File: config.mk
export PLATFORM = sky130hd
export DESIGN_NAME = bus_drive_sequencer
export DESIGN_NICKNAME = d
export VERILOG_FILES = /design/src/rtl/bus_drv_pkg.sv /design/src/rtl/rr_arbiter.sv /design/src/rtl/bus_drive_sequencer.sv
export SDC_FILE = /design/constraint.sdc
export NUM_CORES = 1
export LEC_CHECK = 0
export BUFFER_PORTS_ARGS = -buffer_cell sky130_fd_sc_hd__buf_2
export CORE_AREA = 5 5 68 70
export CTS_BUF_LIST = sky130_fd_sc_hd__clkbuf_16
export DETAILED_ROUTE_END_ITERATION = 7
export DIE_AREA = 0 0 73 75
export PLACE_DENSITY = 0.53
export SLEW_MARGIN = 0
export SYNTH_ARGS = -nofsm -noshare
export SYNTH_HDL_FRONTEND = slang
export SYNTH_SLANG_ARGS = --single-unit
File: constraint.sdc
create_clock -name clk -period 1.6 [get_ports clk]
set_input_delay 0.32 -clock clk [delete_from_list [all_inputs] [get_ports clk]]
set_output_delay 0.32 -clock clk [all_outputs]
set_load 0.01 [all_outputs]
File: src/rtl/bus_drv_pkg.sv
// bus_drv_pkg: shared state encoding, default sizes and clog2 helper for the bus drive sequencer
package bus_drv_pkg;
  typedef enum logic [1:0] {IDLE, DRIVE, TURN} state_t;
  localparam int DEF_WIDTH = 4;
  localparam int DEF_NSRC = 4;
  function automatic int clog2(input int n);
    int r;
    r = 0;
    while ((1 << r) < n) r++;
    return (r < 1) ? 1 : r;
  endfunction
endpackage

File: src/rtl/rr_arbiter.sv
// rr_arbiter: combinational round-robin pick of the first valid request at or after ptr
module rr_arbiter
  import bus_drv_pkg::*;
#(
  parameter int NSRC = DEF_NSRC,
  parameter int IW = clog2(NSRC)
) (
  input  logic [NSRC-1:0] req,
  input  logic [IW-1:0]   ptr,
  output logic [IW-1:0]   win,
  output logic            any
);
  // scan from the farthest offset down so the nearest valid index overwrites last
  always_comb begin
    win = '0;
    any = 1'b0;
    for (int i = NSRC - 1; i >= 0; i--) begin
      if (req[IW'((int'(ptr) + i) % NSRC)]) begin
        win = IW'((int'(ptr) + i) % NSRC);
        any = 1'b1;
      end
    end
  end
endmodule

File: src/rtl/bus_drive_sequencer.sv
// bus_drive_sequencer: round-robin owner of a tri-state driver array with turnaround gaps; BUS_DRV_TIMEOUT_EN adds a stall timeout
module bus_drive_sequencer
  import bus_drv_pkg::*;
#(
  parameter int WIDTH = DEF_WIDTH,
  parameter int NSRC = DEF_NSRC,
  parameter int MAX_BURST = 8,
  parameter int TURN_CYCLES = 1,
  parameter int TIMEOUT = 16
) (
  input  logic                   clk,
  input  logic                   rst,
  input  logic [NSRC-1:0]        req_valid,
  input  logic [NSRC*WIDTH-1:0]  req_data,
  input  logic [NSRC-1:0]        req_last,
  output logic [NSRC-1:0]        req_ready,
  output logic [WIDTH-1:0]       drv_data,
  output logic                   drv_en_n,
  output logic [clog2(NSRC)-1:0] owner,
  output logic                   busy,
  output logic                   err_timeout
);
  localparam int IW = clog2(NSRC);
  localparam int BW = clog2(MAX_BURST + 1);
  localparam int TW = clog2(TURN_CYCLES + 1);

  if (NSRC < 2 || MAX_BURST < 1 || TURN_CYCLES < 1 || TIMEOUT < 1) begin : g_bad_param
    $error("bus_drive_sequencer: illegal parameter");
  end

  state_t          state;
  logic [IW-1:0]   rr_ptr, win;
  logic            any;
  logic [BW-1:0]   beat_cnt;
  logic [TW-1:0]   turn_cnt;
  logic            accept;

  rr_arbiter #(.NSRC(NSRC), .IW(IW)) u_arb (.req(req_valid), .ptr(rr_ptr), .win(win), .any(any));

  assign accept = (state == DRIVE) && req_valid[owner];
  assign busy = (state != IDLE);

  // only the owner sees ready, and only while it holds the bus
  always_comb req_ready = (state == DRIVE) ? (NSRC'(1) << owner) : '0;

`ifdef BUS_DRV_TIMEOUT_EN
  localparam int SW = clog2(TIMEOUT + 1);
  logic [SW-1:0] stall_cnt;
  // consecutive stall cycles of the owner; forces the tenure to end at TIMEOUT
  always_ff @(posedge clk) begin
    if (rst) begin
      stall_cnt <= '0;
      err_timeout <= 1'b0;
    end else begin
      err_timeout <= (state == DRIVE) && !accept && (stall_cnt == SW'(TIMEOUT - 1));
      stall_cnt <= (state != DRIVE || accept || stall_cnt == SW'(TIMEOUT - 1)) ? '0 : stall_cnt + 1'b1;
    end
  end
`else
  assign err_timeout = 1'b0;
`endif

  // ownership FSM with registered driver outputs; turn_cnt==0 marks the first TURN cycle
  always_ff @(posedge clk) begin
    if (rst) begin
      state <= IDLE;
      drv_en_n <= 1'b1;
      drv_data <= '0;
      owner <= '0;
      rr_ptr <= '0;
      beat_cnt <= '0;
      turn_cnt <= '0;
    end else begin
      case (state)
        IDLE: if (any) begin
          owner <= win;
          rr_ptr <= (win == IW'(NSRC - 1)) ? '0 : win + 1'b1;
          beat_cnt <= '0;
          state <= DRIVE;
        end
        DRIVE: begin
          if (accept) begin
            drv_data <= req_data[owner*WIDTH +: WIDTH];
            drv_en_n <= 1'b0;
            beat_cnt <= beat_cnt + 1'b1;
            if (req_last[owner] || beat_cnt == BW'(MAX_BURST - 1)) state <= TURN;
          end
`ifdef BUS_DRV_TIMEOUT_EN
          if (!accept && stall_cnt == SW'(TIMEOUT - 1)) state <= TURN;
`endif
        end
        TURN: if (turn_cnt == '0) begin
          drv_en_n <= 1'b1;
          turn_cnt <= TW'(TURN_CYCLES);
        end else begin
          turn_cnt <= turn_cnt - 1'b1;
          if (turn_cnt == TW'(1)) state <= IDLE;
        end
        default: state <= IDLE;
      endcase
    end
  end
endmodule
==> impl_metrics.csv, run 1 <==
group,metric,value,unit
synth,avgSynthCellArea,8.77,sq um
cts,cts_buffers,3,
floorplan,dieArea,5480,sq um
setup_path,crit_chain,"mux4_2 -> and2_4 -> nand4_2 -> xnor2_1 -> nor3_2",
cts,htree_levels,1,
synth,syn-cell-area,912,sq um
setup_path,r2r_end,"beat_cnt[3]",
status,status,"finished clean",
timing,grt_setup_unrepaired,"false",
setup_path,r2r_slack,100,ps
setup_path,timing.rr.start,"owner[1]",
timing,slew_viol_final,0,
timing,timing.final.crit_share,93.8,%
final_layout,drive_gt1_share,41.0,%
timing,clock_skew,4.57,ps
synth,synth_cells,104,
setup_path,crit_path_end_kind,"flip-flop",
synth,synth_top_area_cell,"dfxtp_1",
drt,dr.pass1.iters,4,
place,portBuffers,37,
synth,ys_seq_elements,16,
global_route,grt-ovfl-total,0,
cts,cts_sinks,16,
drt,avgViaCountPerCell,4.46,
global_route,track_usage,9.18,%
global_route,grt_max_degree,17,
global_route,grt_pass1_wl,3.87,mm
drt,wl_per_cell,12.1,um
drt,drc_errors,0,
pwr,internal_power,1.00,mW
global_route,grt_pass1_vias,926,
worst_hold_path,min_from,"rst",
synth,yosys_warnings,0,
setup_path,crit_type,"flip-flop to flip-flop",
cts,cts_setup_buffers,0,
synth,synth_cell_types,33,
pwr,power_frac_clock,33.7,%
setup_path,cpLargestDelayFamily,"multiplexers",
drt,num_vias,866,
setup_path,startpoint_type,"flip-flop",
floorplan,initial_utilization,23.3,%
cts,cts_resized,0,
pwr,pwr-share-seq,34.7,%
setup_path,crit_path_max_fanout,10,
job,max_cap_viol_count,0,
floorplan,die_h,75,um
synth,ys_seq_area_share,35.1,%
synth,synth.area.top_cells,"dfxtp_1 (35%), mux4_2 (15%), a21oi_1 (8.2%)",
synth,synth_top_area_share,35.1,%
pwr,power_leakage,0.562,nW
cts,ctsHoldBuffers,0,
setup_path,cp_slowest_cell,"mux4_2",
place,dp_hpwl,1.93,mm
global_route,grt_antenna_before_repair,0,
cts,cts_tree,"yes",
cts,clockRootBuffer,"clkbuf_16",
timing,hold_violations,0,
final_layout,antenna_cells,0,
cts,clk_path_buf_depth,2,
floorplan,ios,39,
drt,drt_iter0_drc,25,
pwr,peakVddDrop,0.345,mV
synth,synth_nets,131,
timing,finalCriticalPeriod,1500,ps
cts,clk_latency,250,ps
drt,wl,2.34,mm
pwr,p_comb_share,31.6,%
worst_hold_path,min_path_cells,2,
cts,clk_pin_slew,50,ps
drt,ant_nets,0,
timing,tns,0,ps
setup_path,reg2reg_depth,5,
place,pre_cts_slack,3.56,ps
worst_hold_path,hp-class,"primary input to flip-flop",
pwr,switching_share,30.3,%
floorplan,rows,23,
final_layout,fin_nets,172,
timing,fin_ws,98.6,ps
pwr,switchingPower,0.435,mW
timing,max_freq,666,MHz
timing,setup_viol,0,
setup_path,max_stage_delay,530,ps
pwr,powerDensity,1160,nW/um^2
worst_hold_path,hold_end,"owner[1]",
setup_path,crit_buf_inv,0,
floorplan,die_w,73,um
setup_path,required,1720,ps
setup_path,arrival,1620,ps
place,globalplace.congestion,0.760,
final_layout,syn_to_final_growth,36.2,%
floorplan,coreArea,3910,sq um
==> layout by cell type (no fill, tap or decap), types with 3 or more instances in the layout <==
cell,n
a21oi_1,15
buf_4,4
mux4_2,6
dfxtp_1,14
buf_2,37
clkbuf_16,3
nor2_1,10
inv_1,6
nand2_1,17
==> logic make-up (layout without fill, tap and decap cells) <==
| logic type | after synthesis | count (layout) | synth area share [%] |
|---|---|---|---|
| xor+xnor | 3 | 3 | 2.88 |
| compound gates | 23 | 23 | 15.2 |
| buf+inv | 11 | 51 | 5.90 |
| flops | 16 | 16 | 35.1 |
| fa+ha+maj | 1 | 1 | 1.37 |
| other cells | 1 | 1 | 0.411 |
| mux | 8 | 8 | 17.0 |
| simple gates | 41 | 41 | 22.1 |
==> registers in the layout, indices dropped and copies added (netlist names) <==
signal,count
owner,2
beat_cnt,4
rr_ptr,2
drv_data,4
turn_cnt,1
state,2
drv_en_n,1
==> cell type report <==
cell class                 instances  area [sq um]
fill                             445          2670
multi-input combinational         77           541
sequential                        16           323
timing repair buffer              41           215
clock buffer                       3          75.1
tap                               50          62.6
inverter                           6          22.5
clock inverter                     1          3.75
==> power by group through the flow <==
| stage | Sequential [mW] | Combinational, mW | Clock, mW |
|---|---|---|---|
| final | 0.498 | 0.454 | 0.484 |
| after global routing | 0.506 | 0.513 | 0.516 |
| after CTS | 0.497 | 0.462 | 0.498 |
| after detailed placement | 0.504 | 0.459 | 0 |
| after global placement | 0.503 | 0.448 | 0 |
| after floorplan | 0.509 | 0.313 | 0 |
==> synthesized netlist by cell type, drive strengths merged <==
library cell / n
ha: 1
nand3b: 1
o21bai: 1
xor2: 1
nand2: 17
mux2i: 2
conb: 1
a21oi: 15
clkbuf: 2
and2: 1
dfxtp: 16
a22o: 1
xnor2: 2
o21ai: 2
inv: 6
or2: 1
a211oi: 3
nor3b: 1
nor4: 1
buf: 3
nand4: 1
and3: 1
nor2: 11
nor2b: 1
nand2b: 2
a311o: 1
mux4: 6
nor3: 3
==> per-stage QoR <==
step           cell area [sq um]  power [mW]  utilization [%]  hold WS [ps]  cells
5_1_grt                     1240        1.54             31.7           453    194
3_3_place_gp                1160       0.951             29.6           449    190
3_5_place_dp                1160       0.963             29.6           451    190
6_report                    1240        1.44             31.7           426    194
2_1_floorplan                920       0.822                -           389    104
4_1_cts                     1240        1.46             31.6           425    194
==> per-layer routing <==
layer	wire length [um]	track usage, %
met1	1010	9.98
met2	1140	16.7
met3	126	1.47
met4	65	5.53
met5	0	0
==> worst register-to-register path, delay by kind of cell (launching register included) <==
kind	cells	cell delay, ps
AND/OR/NAND/NOR	3	380
flip-flops	1	330
XOR/XNOR	1	140
multiplexers	1	530
==> worst max path at each step <==
stage / slack (ps) / end / cells past startpoint / startpoint
after floorplan: 20 / state[1] / 5 / owner[0]
after global placement: 40 / beat_cnt[2] / 6 / req_valid[1]
after detailed placement: 4 / beat_cnt[3] / 6 / req_valid[1]
after CTS: 60 / state[1] / 4 / owner[0]
after global routing: 20 / beat_cnt[3] / 5 / owner[1]
final: 100 / beat_cnt[3] / 5 / owner[1]
Power figures use the tool's default switching activity.
==> inputs of run 2 (changes only) <==
Settings changed: CORE_AREA 5 5 68 70 to 5 5 65 73, DIE_AREA 0 0 73 75 to 0 0 70 78, PLACE_DENSITY 0.53 to 0.51, RECOVER_POWER from default to 25.
Clock period 1.6 ns to 1.9 ns, I/O delays scaled along.
==> impl_metrics.csv, run 2 (synthesis results as in run 1) <==
group,metric,value,unit
place,place_inst,190,
floorplan,dieArea,5460,sq um
global_route,grt_antenna_before_repair,0,
setup_path,startpoint_type,"flip-flop",
cts,clk_latency,250,ps
status,status,"finished clean",
timing,slew_viol_final,0,
floorplan,die_w,70,um
floorplan,coreArea,3900,sq um
timing,max_freq,614,MHz
global_route,grt_pass1_wl,3.85,mm
place,pre_cts_slack,238,ps
global_route,grt-ovfl-total,0,
drt,dr.pass1.iters,2,
global_route,grt_max_degree,17,
pwr,switching_share,30.5,%
cts,cts_tree,"yes",
drt,drc_errors,0,
floorplan,die_h,78,um
cts,cts_resized,0,
setup_path,crit_path_end_kind,"primary output",
pwr,finalPower,1.20,mW
pwr,power_frac_clock,34.1,%
global_route,grt_pass1_vias,866,
final_layout,antenna_cells,0,
global_route,track_usage,8.99,%
place,dp_hpwl,1.91,mm
timing,clock_skew,1.67,ps
pwr,internal_power,0.832,mW
pwr,power_leakage,0.531,nW
cts,ctsHoldBuffers,0,
job,max_cap_viol_count,0,
final_layout,layout_common_cells,"buf_2 (32), nand2_1 (17), dfxtp_1 (16)",
place,place_area,1150,sq um
cts,cts_setup_buffers,0,
final_layout,largestRegisters,"beat_cnt x4, drv_data x4",
final_layout,fin_cells,194,
cts,cts_sinks,16,
drt,drt_iter0_drc,11,
pwr,pwr-share-seq,34.9,%
timing,fin_ws,271,ps
drt,wl,2.36,mm
cts,clk_path_buf_depth,2,
timing,tns,0,ps
place,globalplace.congestion,0.725,
pwr,switchingPower,0.365,mW
setup_path,crit_type,"flip-flop to primary output",
cts,clk_pin_slew,50,ps
final_layout,fin_area,1220,sq um
cts,htree_levels,1,
setup_path,arrival,1250,ps
timing,hold_violations,0,
timing,grt_setup_unrepaired,"false",
drt,num_vias,863,
timing,setup_viol,0,
drt,ant_nets,0,
drt,avgViaCountPerCell,4.45,
worst_hold_path,hp-class,"flip-flop to flip-flop",
final_layout,syn_to_final_growth,33.6,%
timing,whs,458,ps
drt,wl_per_cell,12.2,um
cts,clockRootBuffer,"clkbuf_16",
timing,timing.final.crit_share,85.7,%
floorplan,rows,24,
timing,worst_pin_slew,511,ps
pwr,p_comb_share,31.0,%
final_layout,final_common_cell,"buf_2",
final_layout,utilization,31.2,%
final_layout,drive_gt1_share,34.5,%
pwr,powerDensity,982,nW/um^2
floorplan,ios,39,
pwr,peakVddDrop,0.296,mV
timing,slew_headroom,65.6,%
timing,finalCriticalPeriod,1630,ps
setup_path,crit_path_max_fanout,6,
final_layout,fin_nets,170,
place,portBuffers,37,
floorplan,initial_utilization,23.4,%
cts,cts_buffers,3,
setup_path,required,1520,ps
final_layout,fillers,436,
run 2: worst paths after layout:
path	start	to	slack, ps	cells after the start
worst max-delay path	state[0]	req_ready[3]	270	3
worst min-delay path	drv_data[2]	drv_data[2]	460	2
worst max register to register	owner[0]	beat_cnt[2]	350	6
worst min register to register	drv_data[2]	drv_data[2]	460	2
run 2: power by group through the flow:
stage          logic [mW]  registers (mW)  clock network, mW
6_report            0.371           0.417              0.408
5_1_grt             0.415           0.424              0.429
4_1_cts             0.382           0.417              0.417
3_5_place_dp        0.381           0.423                  0
3_3_place_gp        0.372           0.424                  0
2_1_floorplan       0.259           0.427                  0
run 2: area by class of cell:
| class | instances | area [sq um] | share of cell area, % |
|---|---|---|---|
| multi-input combinational | 77 | 538 | 44.1 |
| sequential | 16 | 320 | 26.3 |
| tap | 52 | 65.1 | 5.34 |
| clock buffer | 3 | 75.1 | 6.16 |
| inverter | 6 | 22.5 | 1.85 |
| timing repair buffer | 39 | 194 | 15.9 |
| clock inverter | 1 | 3.75 | 0.308 |
run 2: routing by layer:
layer | up-vias | GRT usage (%) | wire length [um]
li1 | 437 | - | -
met1 | 391 | 9.16 | 970
met2 | 29 | 15.4 | 1170
met3 | 6 | 2.45 | 153
met4 | 0 | 7.09 | 61
met5 | - | 0 | 0
run 2: critical path, stage by stage, from the launching register on:
cell and delay (ps):
dfxtp_1 390, nor2b_1 280, and3_1 200, buf_2 130
